$ cat src/rtl/trit_group_packer.sv
// trit_group_packer
// Collects 2-bit trit codes from a valid/ready stream into 10-bit groups of
// five trits and hands each group to the trit-to-byte converter over a second
// valid/ready stream. The final group of a polynomial is zero padded when the
// coefficient count is not a multiple of five. Illegal code 2'b10 is stored
// as zero and raises a sticky error flag.
module trit_group_packer #(
    parameter int N_TRITS = 700  // coefficients per polynomial, 1..1275
) (
    input  logic       clk,
    input  logic       rst_n,
    input  logic       start,
    input  logic [1:0] trit_in,
    input  logic       trit_valid,
    output logic       trit_ready,
    output logic [9:0] grp,
    output logic       grp_valid,
    input  logic       grp_ready,
    output logic       grp_last,
    output logic [7:0] grp_index,
    output logic       busy,
    output logic       done,
    output logic       err_illegal
);

    // 11 bits cover the largest legal polynomial (1275 coefficients).
    localparam logic [10:0] N_LAST = 11'(N_TRITS);

    typedef enum logic [1:0] {
        S_IDLE = 2'd0,
        S_FILL = 2'd1,
        S_HOLD = 2'd2,
        S_DONE = 2'd3
    } state_t;

    state_t      state_q, state_d;
    logic [2:0]  pos_q,   pos_d;    // next slot to fill, 0..4
    logic [10:0] cnt_q,   cnt_d;    // trits accepted for this polynomial
    logic [9:0]  grp_q,   grp_d;    // group under assembly / on offer
    logic [7:0]  idx_q,   idx_d;    // group number
    logic        err_q,   err_d;    // sticky illegal-code flag

    logic [1:0]  trit_clean;        // incoming code with 2'b10 forced to zero
    logic        trit_bad;

    assign trit_bad   = (trit_in == 2'b10);
    assign trit_clean = trit_bad ? 2'b00 : trit_in;

    // Next-state and output decode for the fill / hold handshake.
    always_comb begin
        // NOTE: every signal driven here gets a default first so no path can
        // leave it unassigned; that is what keeps this block free of latches.
        state_d    = state_q;
        pos_d      = pos_q;
        cnt_d      = cnt_q;
        grp_d      = grp_q;
        idx_d      = idx_q;
        err_d      = err_q;
        trit_ready = 1'b0;
        grp_valid  = 1'b0;
        grp_last   = 1'b0;
        done       = 1'b0;

        case (state_q)
            S_IDLE: begin
                if (start) begin
                    pos_d   = 3'd0;
                    cnt_d   = 11'd0;
                    idx_d   = 8'd0;
                    grp_d   = 10'd0;
                    err_d   = 1'b0;
                    state_d = S_FILL;
                end
            end

            S_FILL: begin
                trit_ready = 1'b1;
                if (trit_valid) begin
                    case (pos_q)
                        3'd0:    grp_d[1:0] = trit_clean;
                        3'd1:    grp_d[3:2] = trit_clean;
                        3'd2:    grp_d[5:4] = trit_clean;
                        3'd3:    grp_d[7:6] = trit_clean;
                        default: grp_d[9:8] = trit_clean;
                    endcase
                    if (trit_bad) begin
                        err_d = 1'b1;
                    end
                    pos_d = pos_q + 3'd1;
                    cnt_d = cnt_q + 11'd1;
                    // A group closes when its fifth slot fills or when the
                    // polynomial runs out of coefficients (padded group).
                    if (pos_q == 3'd4 || cnt_d == N_LAST) begin
                        state_d = S_HOLD;
                    end
                end
            end

            S_HOLD: begin
                grp_valid = 1'b1;
                grp_last  = (cnt_q == N_LAST);
                if (grp_ready) begin
                    if (cnt_q == N_LAST) begin
                        state_d = S_DONE;
                    end else begin
                        grp_d   = 10'd0;
                        pos_d   = 3'd0;
                        idx_d   = idx_q + 8'd1;
                        state_d = S_FILL;
                    end
                end
            end

            default: begin  // S_DONE
                done    = 1'b1;
                state_d = S_IDLE;
            end
        endcase
    end

    // State register with synchronous active-low reset.
    always_ff @(posedge clk) begin
        // NOTE: sequential state uses non-blocking assignment so every flop
        // samples the pre-edge values regardless of statement order.
        if (!rst_n) begin
            state_q <= S_IDLE;
            pos_q   <= 3'd0;
            cnt_q   <= 11'd0;
            grp_q   <= 10'd0;
            idx_q   <= 8'd0;
            err_q   <= 1'b0;
        end else begin
            state_q <= state_d;
            pos_q   <= pos_d;
            cnt_q   <= cnt_d;
            grp_q   <= grp_d;
            idx_q   <= idx_d;
            err_q   <= err_d;
        end
    end

    assign grp         = grp_q;
    assign grp_index   = idx_q;
    assign busy        = (state_q != S_IDLE);
    assign err_illegal = err_q;

endmodule

$ cat config.mk
export PLATFORM = sky130hd
export DESIGN_NAME = trit_group_packer
export DESIGN_NICKNAME = d
export VERILOG_FILES = /design/src/rtl/trit_group_packer.sv
export SDC_FILE = /design/constraint.sdc
export NUM_CORES = 1
export LEC_CHECK = 0
export CORE_MARGIN = 8
export CORE_UTILIZATION = 39
export DETAILED_ROUTE_END_ITERATION = 10
export GPL_ROUTABILITY_DRIVEN = 0
export PLACE_DENSITY = 0.71
export SYNTH_ARGS = -nofsm -noshare
export SYNTH_HDL_FRONTEND = slang
export SYNTH_SLANG_ARGS = --single-unit
$ cat constraint.sdc
create_clock -name clk -period 2.9 [get_ports clk]
set_clock_uncertainty 0.2 [all_clocks]
set_input_delay 0.435 -clock clk [delete_from_list [all_inputs] [get_ports clk]]
set_output_delay 0.435 -clock clk [all_outputs]
set_load 0.01 [all_outputs]
Yosys cells after proc, flatten, opt, wreduce, memory -nomap -nowiden
Index checks and enable logic that the tools add are counted.
- $add $sub $neg: 3
- equal/unequal tests: 20
- multiplexer cells: 37
- reduce and logical (&&, ||, !) cells: 19
- operator list (operator ; count):
    10-bit two-way mux ; 4
    10-bit case mux with 3 select lines ; 1
    6-bit AND reduction ; 5
    8-bit two-way mux ; 3
    11-bit by 10-bit == test with 1-bit output, second input constant ; 2
    11-bit two-way mux ; 2
    2-bit two-way mux ; 11
    11-bit case mux with 2 select lines ; 1
    8-bit case mux with 2 select lines ; 1
    2-bit inequality test, second input constant ; 7
    3-bit two-way mux ; 4
    4-bit AND reduction ; 3
    11-bit by 1-bit adder with 11-bit output, second input constant ; 1
    3-bit case mux with 3 select lines ; 1
    8-bit by 1-bit adder with 8-bit output, second input constant ; 1
    2-bit by 1-bit inequality test with 1-bit output, second input constant ; 4
    1-bit two-way mux ; 7
    3-bit by 2-bit == test with 1-bit output, second input constant ; 2
    2-bit case mux with 3 select lines ; 1
    2-bit nonzero test ; 3
    5-bit AND reduction ; 1
    2-bit == test, second input constant ; 2
    4-bit OR reduction ; 1
    3-bit by 1-bit adder with 3-bit output, second input constant ; 1
    other kinds (10) ; 10
- bits in registers: 35
- bits of input ports: 7
- output and inout bits: 24

Longest topological paths before layout
- depth after elaboration: 6
- mapped depth: 8

Least setup slack after synthesis
Ideal clock, no wire load.
- kind: register -> register
- start point: register cnt_q[0]
- end point: register state_q[0]
- library setup time: 0.120 ns
- data arrival time: 1.738 ns
- data required time: 2.580 ns
- setup slack: 0.843 ns
- stages on the path, launching flop included: 7
- buffers on the path: 0
- period minus slack after synthesis: 2.057 ns
- path through: dfxtp_1 -> ha_1 -> nand4_1 -> or4b_1 -> o211ai_2 -> a31oi_1 -> o31a_1
- cells in the longest elaborated chain, start to end: 5
- ends and longest elaborated chain (what ; RTL line ; RTL):
    from (decl) ; 38 ; logic [10:0] cnt_q, cnt_d;
    from (signal assigned) ; 135 ; cnt_q <= cnt_d;
    11-bit by 1-bit adder with 11-bit output ; 90 ; cnt_d = cnt_q + 11'd1;
    11-bit by 10-bit == test with 1-bit output ; 93 ; if (pos_q == 3'd4 || cnt_d == N_LAST) begin
    1-bit logical OR ; 93 ;
    2-bit inequality test (no line) ; -- ;
    4-bit AND reduction (no line) ; -- ;
    to (signal assigned) ; 133 ; state_q <= state_d;
    to (decl) ; 36 ; state_t state_q, state_d;
Every way passes these cells.
A chain may end at the register's enable or synchronous reset.

Worst setup path in the final report
- start point: register state_q[0]
- end point: output port trit_ready
- cells in the longest elaborated chain, start to end: 2
- ends and longest elaborated chain (what ; RTL line ; RTL):
    2-bit by 1-bit == test with 1-bit output ; 64 ; case (state_q)
    1-bit two-way mux ; 64 ;
    to (decl) ; 15 ; output logic trit_ready,
Every way passes these cells.

==> out/results.ini <==
[status]
status=completed

[min_path]
min_path_cells=2
hold_end=grp[7]$_SDFFE_PN0P_
hold_path_class=register to register
hp-start=grp[7]$_SDFFE_PN0P_

[clock_tree]
ctsResizeCount=0
clk_path_buf_depth=2
cts_hold_repair.buffers=0
ctsHtreeMaxLevel=2
cts_tree=built
cts_made_buffers=5
clk_latency_ns=0.29
clk_pin_slew_worst_paths_ns=0.07
post_cts_buffers=0
clock-sinks=35
root_buffer=clkbuf_8

[logic_synthesis]
ys_async_sr_fraction=0
synth_nets=243
synth_top_family_by_area=simple AND/OR/NAND/NOR gates
yosysTopAreaCellShare=0.362
syn_area_per_cell_sq_um=8.50
synth-edff-count=0
synth_area_sq_um=1940
synth_compound_area_frac=0.143
synth-simple-area-share=0.298
synth_area_leaders=dfxtp_1, mux2i_1, nand2_1
ys_warn_count=0
synthMuxAreaShare=0.0620
synth_xor_area_frac=0.0316
synth_ff_type=dfxtp_1
synthAdderAreaFrac=0.0516
ys_seq_area_frac=0.362
synth_cell_types=48
netlist_instances=228
ys_ff_latch=35
synth_top_cell_by_area=dfxtp_1

[global_route]
grt_usage=0.127
antenna_found_initial=0
grt_pass1_wl_microns=7650
gr-total-overflow=0
grt_pass1_vias=1626
grt_start_max_net_pins=18

[drt]
vias=1712
routed_via_density=5.24
wl_per_cell_microns=13.6
routed_wirelength_microns=4440
route.detailed.drc=0
dr.first_iter.drc_count=149
postRouteAntennaNets=0
drtPass1Iterations=4

[critical_path]
reg2reg_depth=5
end_kind=output pin
r2r_setup_slack_ns=0.59
critPathMaxFanout=9
worstReg2RegEnd=grp[9]$_SDFFE_PN0P_
timing.rr.start=state_q[0]$_SDFFE_PN0P_
cp-start-kind=register
worstPathRequired_ns=2.27
worstPathArrival_ns=2.01
path_class=register to output pin

[finish]
drive_gt1_frac=0.0846
fin_cells=327
nets=274
fill_cells=476
diodes=0
area_growth_pct=22.3

[placement]
portBuffers=30
placed_cells=319
dp_hpwl_microns=3380

[sta]
fmaxAchievable_mhz=378
maxSlewViolCount=0
finalHoldViolCount=0
post-route-period-util=0.912
max_slew_margin=0.575
worstMarginPinSlew_ns=0.637
min_period_ns=2.65
setup_tns_ns=0
setup_violations=0
rsz0062_at_grt=false

[power]
power_mw=1.01
leakage_nw=0.816
ir_drop_mv=0.165
power.density_nw_per_um2=428

[floorplanning]
start_util=0.408
die_w_microns=86.5
io_pins=31
fp.dieH_microns=86.5
placementRows=25
core_area_sq_um=4750
dieArea_sq_um=7480

[run]
maxCapViolations=0

cell usage after synthesis, drive strengths merged, types with 5 or more instances:
cell	number
dfxtp	35
nor2b	7
a21boi	8
nand4	5
inv	9
nor2	17
xor2	5
buf	7
nor3	5
ha	8
mux2i	12
o21ai	9
nand2	30
nand3	12
a21oi	9
cells in the final DEF, fill, tap and decap left out, types with 3 or more instances in the layout:
cell type,n
buf_4,4
nor2_1,17
mux2i_1,12
inv_1,9
nand3b_1,4
nand2b_2,3
dfxtp_1,35
a21boi_0,6
or3_1,4
nand4b_1,3
and2_1,4
nor2b_1,7
a21oi_1,8
nand4_1,5
o21ai_0,7
nor3_1,5
ha_1,8
nand2_1,30
o21a_1,3
clkbuf_8,5
clkdlybuf4s50_1,30
nand3_1,11
nor4_1,4
xor2_1,5
where the power goes:
| group | leakage, nW | internal (mW) | switching (mW) |
|---|---|---|---|
| Combinational | 0.492 | 0.0739 | 0.0892 |
| Clock | 0.0412 | 0.168 | 0.181 |
| Sequential | 0.283 | 0.491 | 0.0109 |
| Total | 0.816 | 0.733 | 0.281 |
worst max-delay path, stage by stage, from the launching register on:
cell	delay (ns)
dfxtp_1	0.48
nor2b_1	0.58
clkdlybuf4s50_1	0.66
flip-flops by register name (all words and copies together) (netlist names):
| signal | flops |
|---|---|
| grp_index | 8 |
| grp | 10 |
| cnt_q | 11 |
| err_illegal | 1 |
| state_q | 2 |
| pos_q | 3 |
how the worst max path moves through the flow:
stage                                        from                      end  slack (ns)  cells after the start
after floorplan             cnt_q[0]$_SDFFE_PN0P_  state_q[0]$_SDFFE_PN0P_        0.84                      6
after global placement                      start    cnt_q[8]$_SDFFE_PN0P_        0.52                      6
after detailed placement                    start    cnt_q[8]$_SDFFE_PN0P_        0.52                      6
after CTS                 state_q[0]$_SDFFE_PN0P_               trit_ready        0.27                      2
after global routing      state_q[0]$_SDFFE_PN0P_                 grp_last        0.16                      4
final                     state_q[0]$_SDFFE_PN0P_               trit_ready        0.25                      2
per-stage QoR:
stage	worst slack (ns)	area, sq um	hold WS, ns	utilization
after floorplan	0.843	1940	0.257	-
after global placement	0.517	2280	0.249	0.481
after detailed placement	0.515	2280	0.252	0.481
after CTS	0.272	2370	0.264	0.498
after global routing	0.162	2370	0.293	0.498
final	0.255	2370	0.260	0.498
kinds of logic after synthesis:
kind of cell,after synthesis
simple gates,108
compound gates,39
flops,35
buf+inv,19
mux,12
fa+ha+maj,8
xor+xnor,7
layer usage:
metal	vias up	GRT usage	wire, microns	share of wire
li1	864	-	-	-
met1	813	0.146	1890	0.43
met2	29	0.221	2280	0.51
met3	6	0.0302	196	0.044
met4	0	0.0469	67	0.015
met5	-	0	0	0
cell type report:
cell class / instances / area, sq um / area share
clock inverters: 2 / 12.5 / 0.00528
flip-flops and latches: 35 / 701 / 0.296
well taps: 67 / 83.8 / 0.0354
clock buffers: 6 / 72.6 / 0.0306
repair buffers: 34 / 330 / 0.139
multi-input cells: 174 / 1140 / 0.479
inverters: 9 / 33.8 / 0.0143
Note: power is estimated with default switching activity, not from simulation.
